[src/rtl/seg_pkg.sv]
// Shared types and constants for the seven-segment run/pause/clear path.
package seg_pkg;

  typedef enum logic [1:0] {
    IDLE  = 2'd0,
    RUN   = 2'd1,
    PAUSE = 2'd2
  } seg_state_t;

  localparam int unsigned DIV_1HZ = 50_000_000;
  localparam int unsigned BCD_W   = 4;

  function automatic logic [2*BCD_W-1:0] to_bcd(input int unsigned v);
    logic [BCD_W-1:0] tens;
    logic [BCD_W-1:0] units;
    tens  = BCD_W'(v / 10);
    units = BCD_W'(v % 10);
    return {tens, units};
  endfunction

endpackage

[src/rtl/seg_tick_div.sv]
// Count-tick divider: one-cycle registered tick every DIV enabled cycles.
module seg_tick_div
  import seg_pkg::*;
#(
  parameter int unsigned DIV = DIV_1HZ
) (
  input  logic CLOCK_50,
  input  logic rst,
  input  logic en,
  input  logic clr,
  output logic tick
);

  localparam int unsigned W    = $clog2(DIV);
  localparam logic [W-1:0] LAST = W'(DIV - 1);

  logic [W-1:0] r_cnt;
  logic         r_tick;

  always_ff @(posedge CLOCK_50 or posedge rst) begin
    if (rst) begin
      r_cnt  <= '0;
      r_tick <= 1'b0;
    end else if (clr) begin
      r_cnt  <= '0;
      r_tick <= 1'b0;
    end else if (en) begin
      if (r_cnt == LAST) begin
        r_cnt  <= '0;
        r_tick <= 1'b1;
      end else begin
        r_cnt  <= r_cnt + W'(1);
        r_tick <= 1'b0;
      end
    end else begin
      r_tick <= 1'b0;
    end
  end

  assign tick = r_tick;

endmodule

[src/rtl/seg_run_ctrl.sv]
// Run/pause/clear controller driving a two-digit BCD count from key pulses.
// Optional SEG_RUN_AUTOSTOP_EN: stop in PAUSE at CNT_MAX and add the done output.
module seg_run_ctrl
  import seg_pkg::*;
#(
  parameter int unsigned DIV     = DIV_1HZ,
  parameter int unsigned CNT_MAX = 99
) (
  input  logic       CLOCK_50,
  input  logic       rst,
  input  logic       key_start,
  input  logic       key_clear,
  output logic       tick,
  output logic       running,
  output logic       paused,
`ifdef SEG_RUN_AUTOSTOP_EN
  output logic       done,
`endif
  output logic [7:0] cnt_bcd
);

  localparam logic [2*BCD_W-1:0] MAX_BCD = to_bcd(CNT_MAX);
`ifdef SEG_RUN_AUTOSTOP_EN
  localparam logic [2*BCD_W-1:0] PRE_BCD = to_bcd(CNT_MAX - 1);
`endif

  seg_state_t           r_state;
  seg_state_t           w_next;
  logic                 w_tick;
  logic                 r_running;
  logic                 r_paused;
  logic [2*BCD_W-1:0]   r_cnt;
  logic [2*BCD_W-1:0]   w_cnt_inc;
  logic [2*BCD_W-1:0]   w_cnt_next;
  logic [BCD_W-1:0]     w_units;
  logic [BCD_W-1:0]     w_tens;

  seg_tick_div #(
    .DIV (DIV)
  ) u_div (
    .CLOCK_50 (CLOCK_50),
    .rst      (rst),
    .en       (r_state == RUN),
    .clr      (key_clear),
    .tick     (w_tick)
  );

  assign w_units = r_cnt[BCD_W-1:0];
  assign w_tens  = r_cnt[2*BCD_W-1:BCD_W];

  always_comb begin
    w_cnt_inc = r_cnt;
    if (r_cnt == MAX_BCD) begin
`ifdef SEG_RUN_AUTOSTOP_EN
      w_cnt_inc = r_cnt;
`else
      w_cnt_inc = '0;
`endif
    end else if (w_units == BCD_W'(9)) begin
      w_cnt_inc = {w_tens + BCD_W'(1), BCD_W'(0)};
    end else begin
      w_cnt_inc = {w_tens, w_units + BCD_W'(1)};
    end
  end

  // The count advances on the edge that consumes the registered tick.
  always_comb begin
    w_cnt_next = r_cnt;
    if (key_clear) begin
      w_cnt_next = '0;
    end else if (w_tick) begin
      w_cnt_next = w_cnt_inc;
    end
  end

  always_comb begin
    w_next = r_state;
    if (key_clear) begin
      w_next = IDLE;
`ifdef SEG_RUN_AUTOSTOP_EN
    end else if (w_tick && (r_cnt == PRE_BCD)) begin
      w_next = PAUSE;
`endif
    end else if (key_start) begin
      unique case (r_state)
        IDLE:    w_next = RUN;
        RUN:     w_next = PAUSE;
        PAUSE: begin
`ifdef SEG_RUN_AUTOSTOP_EN
          if (r_cnt != MAX_BCD) w_next = RUN;
`else
          w_next = RUN;
`endif
        end
        default: w_next = IDLE;
      endcase
    end
  end

  always_ff @(posedge CLOCK_50 or posedge rst) begin
    if (rst) begin
      r_state   <= IDLE;
      r_running <= 1'b0;
      r_paused  <= 1'b0;
      r_cnt     <= '0;
    end else begin
      r_state   <= w_next;
      r_running <= (w_next == RUN);
      r_paused  <= (w_next == PAUSE);
      r_cnt     <= w_cnt_next;
    end
  end

`ifdef SEG_RUN_AUTOSTOP_EN
  logic r_done;

  always_ff @(posedge CLOCK_50 or posedge rst) begin
    if (rst) begin
      r_done <= 1'b0;
    end else begin
      r_done <= (w_next == PAUSE) && (w_cnt_next == MAX_BCD);
    end
  end

  assign done = r_done;
`endif

  assign tick    = w_tick;
  assign running = r_running;
  assign paused  = r_paused;
  assign cnt_bcd = r_cnt;

endmodule

[config.mk]
export PLATFORM = sky130hd
export DESIGN_NAME = seg_run_ctrl
export DESIGN_NICKNAME = d
export VERILOG_FILES = /design/src/rtl/seg_pkg.sv /design/src/rtl/seg_tick_div.sv /design/src/rtl/seg_run_ctrl.sv
export SDC_FILE = /design/constraint.sdc
export NUM_CORES = 1
export LEC_CHECK = 0
export BUFFER_PORTS_ARGS = -buffer_cell sky130_fd_sc_hd__buf_2
export CAP_MARGIN = 20
export CELL_PAD_IN_SITES_DETAIL_PLACEMENT = 2
export CELL_PAD_IN_SITES_GLOBAL_PLACEMENT = 2
export CORE_ASPECT_RATIO = 1.2
export CORE_UTILIZATION = 37
export DETAILED_ROUTE_END_ITERATION = 6
export PLACE_DENSITY_LB_ADDON = 0.1
export RECOVER_POWER = 50
export SLEW_MARGIN = 30
export SYNTH_ARGS = -nofsm -noshare
export SYNTH_HDL_FRONTEND = slang
export SYNTH_SLANG_ARGS = --single-unit
export TNS_END_PERCENT = 5
[constraint.sdc]
create_clock -name CLOCK_50 -period 1.96 [get_ports CLOCK_50]
set_input_delay 0.196 -clock CLOCK_50 [delete_from_list [all_inputs] [get_ports CLOCK_50]]
set_output_delay 0.196 -clock CLOCK_50 [all_outputs]
set_load 0.05 [all_outputs]
==> results of run 1 <==
==> sequential cells by signal (all words and copies together), names as in the netlist <==
signal / flops
u_div.r_cnt: 26
cnt_bcd: 8
r_state: 2
paused: 1
running: 1
u_div.tick: 1
==> what timing repair did <==
item / in CTS / in global routing
buffers inserted: 0 / 3
gates resized for setup: 1 / 4
pin swaps: 0 / 3
endpoints found under the setup margin: 1 / 6
==> cell type report <==
type / instances / area, µm² / share of cell area, %
clock inverter: 2 / 35.0 / 1.33
clock buffer: 6 / 82.6 / 3.15
multi-input combinational: 186 / 1180 / 44.8
sequential: 39 / 977 / 37.2
inverter: 7 / 26.3 / 1.00
timing repair buffer: 36 / 228 / 8.67
tap: 80 / 100 / 3.81
==> final timing paths <==
path / startpoint / end / slack, ps / cells past startpoint
hold reg to reg: u_div.r_cnt[20]$_DFFE_PP0P_ / u_div.r_cnt[20]$_DFFE_PP0P_ / 540 / 2
min in group asynchronous: rst / u_div.r_cnt[25]$_DFFE_PP0P_ / 230 / 3
setup reg to reg: u_div.r_cnt[16]$_DFFE_PP0P_ / u_div.r_cnt[19]$_DFFE_PP0P_ / 9 / 5
hold / removal: key_clear / cnt_bcd[4]$_DFFE_PP0P_ / 200 / 2
max in group asynchronous: rst / u_div.r_cnt[3]$_DFFE_PP0P_ / 1050 / 3
setup / recovery: u_div.r_cnt[16]$_DFFE_PP0P_ / u_div.r_cnt[19]$_DFFE_PP0P_ / 9 / 5
==> cell families (layout without fill, tap and decap cells) <==
group	after synthesis	after routing
AO/OA/AOI/OAI	37	37
XOR/XNOR	15	15
adder cells (fa/ha/maj)	5	5
buffers and inverters	16	51
flip-flops	39	39
multiplexers	3	3
AND/OR/NAND/NOR	126	126
==> Yosys cell counts (2+ instances only) <==
master / number
a21oi_1: 13
and3_1: 4
and3b_1: 2
and4_1: 2
buf_2: 4
clkbuf_1: 4
dfrtp_1: 39
ha_1: 5
inv_1: 6
mux2i_1: 2
nand2_1: 18
nand2b_1: 2
nand3_1: 14
nand4_1: 14
nor2_1: 37
nor2b_1: 3
nor3_1: 10
nor4_1: 2
nor4b_1: 2
o21a_1: 2
o21ai_0: 5
o21ai_1: 4
or3_1: 2
or4_1: 5
xnor2_1: 5
xor2_1: 10
==> routing by layer <==
layer  global-route usage, %  part of all wire [%]  wire length, µm  vias to the layer above
li1                        -                     -                -                      935
met1                    27.9                    43             2920                     1009
met2                    42.9                    54             3690                       23
met3                    3.84                   1.8              122                        8
met4                    7.13                   1.3               89                        0
met5                       0                     0                0                        -
==> report_power, final <==
group	total (mW)	internal, mW	switching (mW)	leakage (nW)
clock	0.711	0.412	0.299	0.0612
sequential	0.821	0.814	0.00784	0.540
combinational	0.116	0.0307	0.0854	0.527
==> stage by stage <==
stage / power, mW / area, µm² / setup TNS (ps) / worst slack [ps] / util [%]
2_1_floorplan: 0.908 / 2190 / 0 / 105 / -
4_1_cts: 1.66 / 2590 / 0 / 2.08 / 45.8
3_3_place_gp: 0.951 / 2470 / 0 / 102 / 43.5
5_1_grt: 1.71 / 2630 / -543 / -53.2 / 46.3
3_5_place_dp: 0.954 / 2470 / 0 / 29.5 / 43.5
6_report: 1.65 / 2630 / 0 / 8.76 / 46.3
==> worst max-delay path: cells and delay by family, from the launching register on <==
family,cells,cell delay (ps)
AO/OA/AOI/OAI,2,560
flip-flops,1,460
AND/OR/NAND/NOR,3,830
==> impl_metrics.yaml, run 1 <==
outcome:
  status: "completed"
setup_path:
  worst-setup-path-type: "register to register"
  crit_path_cell_trace: "nor4_1, nand4_1, o21ai_4, nor2_1, a32o_1"
  arrival_ps: 2130
  critPathSlowestCell: "dfrtp_1"
  cp-end-kind: "register"
  cp_max_fo: 9
  crit_required_ps: 2140
  cp_slowest_stage_delay_ps: 460
  cp-start-kind: "register"
synthesis:
  synth_enable_flop_cells: 0
  ys_seq_area_share_pct: 44.5
  synthArstFlopShare_pct: 100
  synth.top_cell.area_share_pct: 44.5
  yosysWarnings: 0
  synth_compound_area_share_pct: 10.8
  syn_nets: 250
  synthSimpleGateAreaFrac_pct: 31.5
  synthMuxAreaShare_pct: 1.43
  syn_inst: 241
  synthTopCellsByArea: "dfrtp_1 (44%), nor2_1 (6.3%), nand4_1 (4.0%)"
  synth_fa_ha_area_share_pct: 2.85
  synth_top_family_by_area: "simple AND/OR/NAND/NOR gates"
  synth_top_area_cell: "dfrtp_1"
  synth.avg_cell_area_um2: 9.10
  yosysUniqueCellTypes: 51
  synth_seq_cells: 39
  syn_area_um2: 2190
  synth-xor-area-share_pct: 5.99
  synth_ff_type: "dfrtp_1"
sta:
  max_freq_ghz: 0.512
  setup_violations: 0
  hold_viol: 0
  hold_ws_ps: 196
  period_minus_slack_ps: 1950
  fin_skew_ps: 13.1
  slew_headroom_pct: 32.1
  slew_violations: 0
  finalCritPeriodShare_pct: 99.6
  worstMarginPinSlew_ps: 1020
clock_network:
  clock_latency_ps: 300
  ctsHoldBuffers: 0
  cts.path.max_buffers: 2
  cts.sinks: 39
  cts_tree: "yes"
  clock-root-buffer: "clkbuf_8"
  htreeDepth: 2
  cts_buffers: 5
  clk_pin_slew_ps: 80
final_layout:
  drive_gt1_share_pct: 18.8
  layout_common_cells: "dfrtp_1 (38), nor2_1 (37), buf_4 (21)"
  fillCellCount: 625
  finalNetCount: 284
  areaGrowthSynthToFinish_pct: 19.7
  antenna_cells: 0
  layout.cells.non_filler: 356
  final_common_cell: "dfrtp_1"
global_routing:
  grt_pass1_vias: 2167
  grt_max_degree: 40
  antenna_found_initial: 0
  grt_usage_pct: 23.5
  grt_pass1_wl_um: 11100
  overflow: 0
placement:
  dp_hpwl_um: 4930
  io_buffers: 14
  gp_congestion: 0.822
  dp_cells: 345
flow_run:
  cap_violations: 0
floorplan:
  start_util_pct: 38.7
  die-area_um2: 6240
  fp.dieH_um: 86.3
  core_um2: 5670
  std_cell_rows: 30
  die_w_um: 72.3
  io_pins: 15
detailed_routing:
  drt_iter0_drc: 70
  route.vias.total: 1975
  first_pass_iters: 4
  wire_per_inst_um: 19.2
  routed_wl_um: 6820
  avgViaCountPerCell: 5.55
  drc: 0
  antenna_left: 0
pwr:
  power_density_nw_per_um2: 628
  leakagePower_nw: 1.13
  vdd_drop_max_v: 0.000356
min_path:
  hold_path.class: "primary input to register"
Power figures use the tool's default switching activity.
==> run 2: changes to the inputs <==
--- a/config.mk
+++ b/config.mk
@@ -10,7 +10,7 @@
 export CELL_PAD_IN_SITES_DETAIL_PLACEMENT = 2
 export CELL_PAD_IN_SITES_GLOBAL_PLACEMENT = 2
 export CORE_ASPECT_RATIO = 1.2
-export CORE_UTILIZATION = 37
+export CORE_UTILIZATION = 40
 export DETAILED_ROUTE_END_ITERATION = 6
 export PLACE_DENSITY_LB_ADDON = 0.1
 export RECOVER_POWER = 50
==> constraint.sdc (replaced) <==
create_clock -name CLOCK_50 -period 2.5 [get_ports CLOCK_50]
set_input_delay 0.25 -clock CLOCK_50 [delete_from_list [all_inputs] [get_ports CLOCK_50]]
set_output_delay 0.25 -clock CLOCK_50 [all_outputs]
set_load 0.05 [all_outputs]
==> run 2 against run 1 <==
Against the previous run:
- first-iteration DRC count shrank 41%
- sequential share of layout area increased by 2.3 points
- cell count fell by 9.8%
- sequential power shrank 22%
- largest power group unchanged
- power down 18%
- non-clock buffer count fell by 17
- via count decreased by 3.4%
- global-route usage down 0.69 points
- register-to-register slack improved by 400 ps
- combinational power fell by 27%
- critical path type unchanged
- core utilization rose by 0.24 points
- routed wire length is 11% lower
==> impl_metrics.yaml, run 2 (synthesis gave the netlist of run 1 again) <==
final_layout:
  final_util_pct: 46.6
  antenna_cells: 0
  layout_common_cells: "dfrtp_1 (39), nor2_1 (37), nand2_1 (18)"
  final_area_um2: 2470
  largest_reg_flops: 26
  multi_input_area_um2: 1150
  areaGrowthSynthToFinish_pct: 12.4
  final_common_cell: "dfrtp_1"
  drive_gt1_share_pct: 12.4
  seqCellArea_um2: 976
  fillCellCount: 602
  finalNetCount: 267
  largest_register: "u_div.r_cnt"
flow_run:
  cap_violations: 0
min_path:
  hold_path.class: "primary input to asynchronous set/reset pin"
setup_path:
  cp_max_fo: 11
  reg2reg_from: "u_div.r_cnt[8]$_DFFE_PP0P_"
  cp-end-kind: "register"
  startpoint: "u_div.r_cnt[8]$_DFFE_PP0P_"
  worst-setup-path-type: "register to register"
  cp-start-kind: "register"
  arrival_ps: 2280
  crit_required_ps: 2680
clock_network:
  ctsHoldBuffers: 0
  clock-root-buffer: "clkbuf_8"
  cts.sinks: 39
  cts_setup_buffers: 0
  cts_buffers: 5
  cts_tree: "yes"
  cts.path.max_buffers: 2
  clock_latency_ps: 300
  htreeDepth: 2
  clk_pin_slew_ps: 80
  cts_resized: 0
detailed_routing:
  drc: 0
  wire_per_inst_um: 18.9
  avgViaCountPerCell: 5.94
  first_pass_iters: 4
  routed_wl_um: 6060
  route.vias.total: 1908
  drt_iter0_drc: 41
  antenna_left: 0
floorplan:
  die-area_um2: 5780
  io_pins: 15
  start_util_pct: 41.4
  fp.dieH_um: 83.1
  std_cell_rows: 29
  core_um2: 5300
  die_w_um: 69.6
sta:
  hold_viol: 0
  rsz0062_at_grt: "no"
  fin_setup_tns_ps: 0
  slew_violations: 0
  slew_headroom_pct: 35.3
  fin_skew_ps: 9.14
  period_minus_slack_ps: 2090
  worstMarginPinSlew_ps: 970
  max_freq_ghz: 0.478
  layout_setup_ws_ps: 406
  setup_violations: 0
  finalCritPeriodShare_pct: 83.8
pwr:
  finalPower_mw: 1.36
  vdd_drop_max_v: 0.000299
  power_density_nw_per_um2: 550
  leakagePower_nw: 1.04
placement:
  io_buffers: 14
  post_dp_cell_area_um2: 2340
  dp_hpwl_um: 4320
  place_ws_ps: 502
  gp_congestion: 0.832
outcome:
  status: "completed"
global_routing:
  grt_pass1_vias: 2065
  grt_pass1_wl_um: 10400
  grt_usage_pct: 22.8
  antenna_found_initial: 0
  grt_max_degree: 40
  overflow: 0
## run 2: cell types whose count changed in the layout (fill, tap and decap cells not counted), sizes merged
cell and change:
buf -16, bufinv +1, clkbuf -1, clkinv -1
## run 2: worst max-delay path, stage by stage, from the launching register on
cell and delay [ps]:
dfrtp_1 480, nor4_1 490, nor3b_2 340, nand4b_4 190, o21ai_1 180, buf_4 200
nor2_1 80
## run 2: path summary, 6_finish.rpt
| kind | endpoint | slack, ps | depth (start not counted) |
|---|---|---|---|
| max | u_div.r_cnt[9]$_DFFE_PP0P_ | 410 | 6 |
| min reg2reg | u_div.r_cnt[20]$_DFFE_PP0P_ | 550 | 2 |
| min in group CLOCK_50 | running$_DFF_PP0_ | 310 | 3 |
| max in group asynchronous | u_div.r_cnt[15]$_DFFE_PP0P_ | 1660 | 3 |
| min | u_div.r_cnt[9]$_DFFE_PP0P_ | 240 | 3 |
| max reg2reg | u_div.r_cnt[9]$_DFFE_PP0P_ | 410 | 6 |
## run 2: layout make-up
cell class              instances  share of cell area (%)
multi-input cells             186                    46.7
clock inverters                 2                    2.44
clock buffers                   6                    2.94
flip-flops and latches         39                    39.6
well taps                      62                    3.15
repair buffers                 19                    4.11
inverters                       7                    1.07
## run 2: per-stage QoR
stage,hold slack [ps],cells
final,237,321
after detailed placement,404,313
after global routing,324,321
after floorplan,455,241
after CTS,76.8,321
after global placement,403,313
## run 2: where the power goes
group | switching [mW] | internal (mW) | total [mW]
combinational | 0.0630 | 0.0217 | 0.0847
sequential | 0.00566 | 0.638 | 0.644
clock | 0.229 | 0.399 | 0.628
total | 0.297 | 1.06 | 1.36
## run 2: routing by layer
metal / track usage (%) / share of wire (%)
met5: 0 / 0
met4: 7.98 / 1.4
met3: 3.28 / 2.0
met2: 41.0 / 53
met1: 27.5 / 44
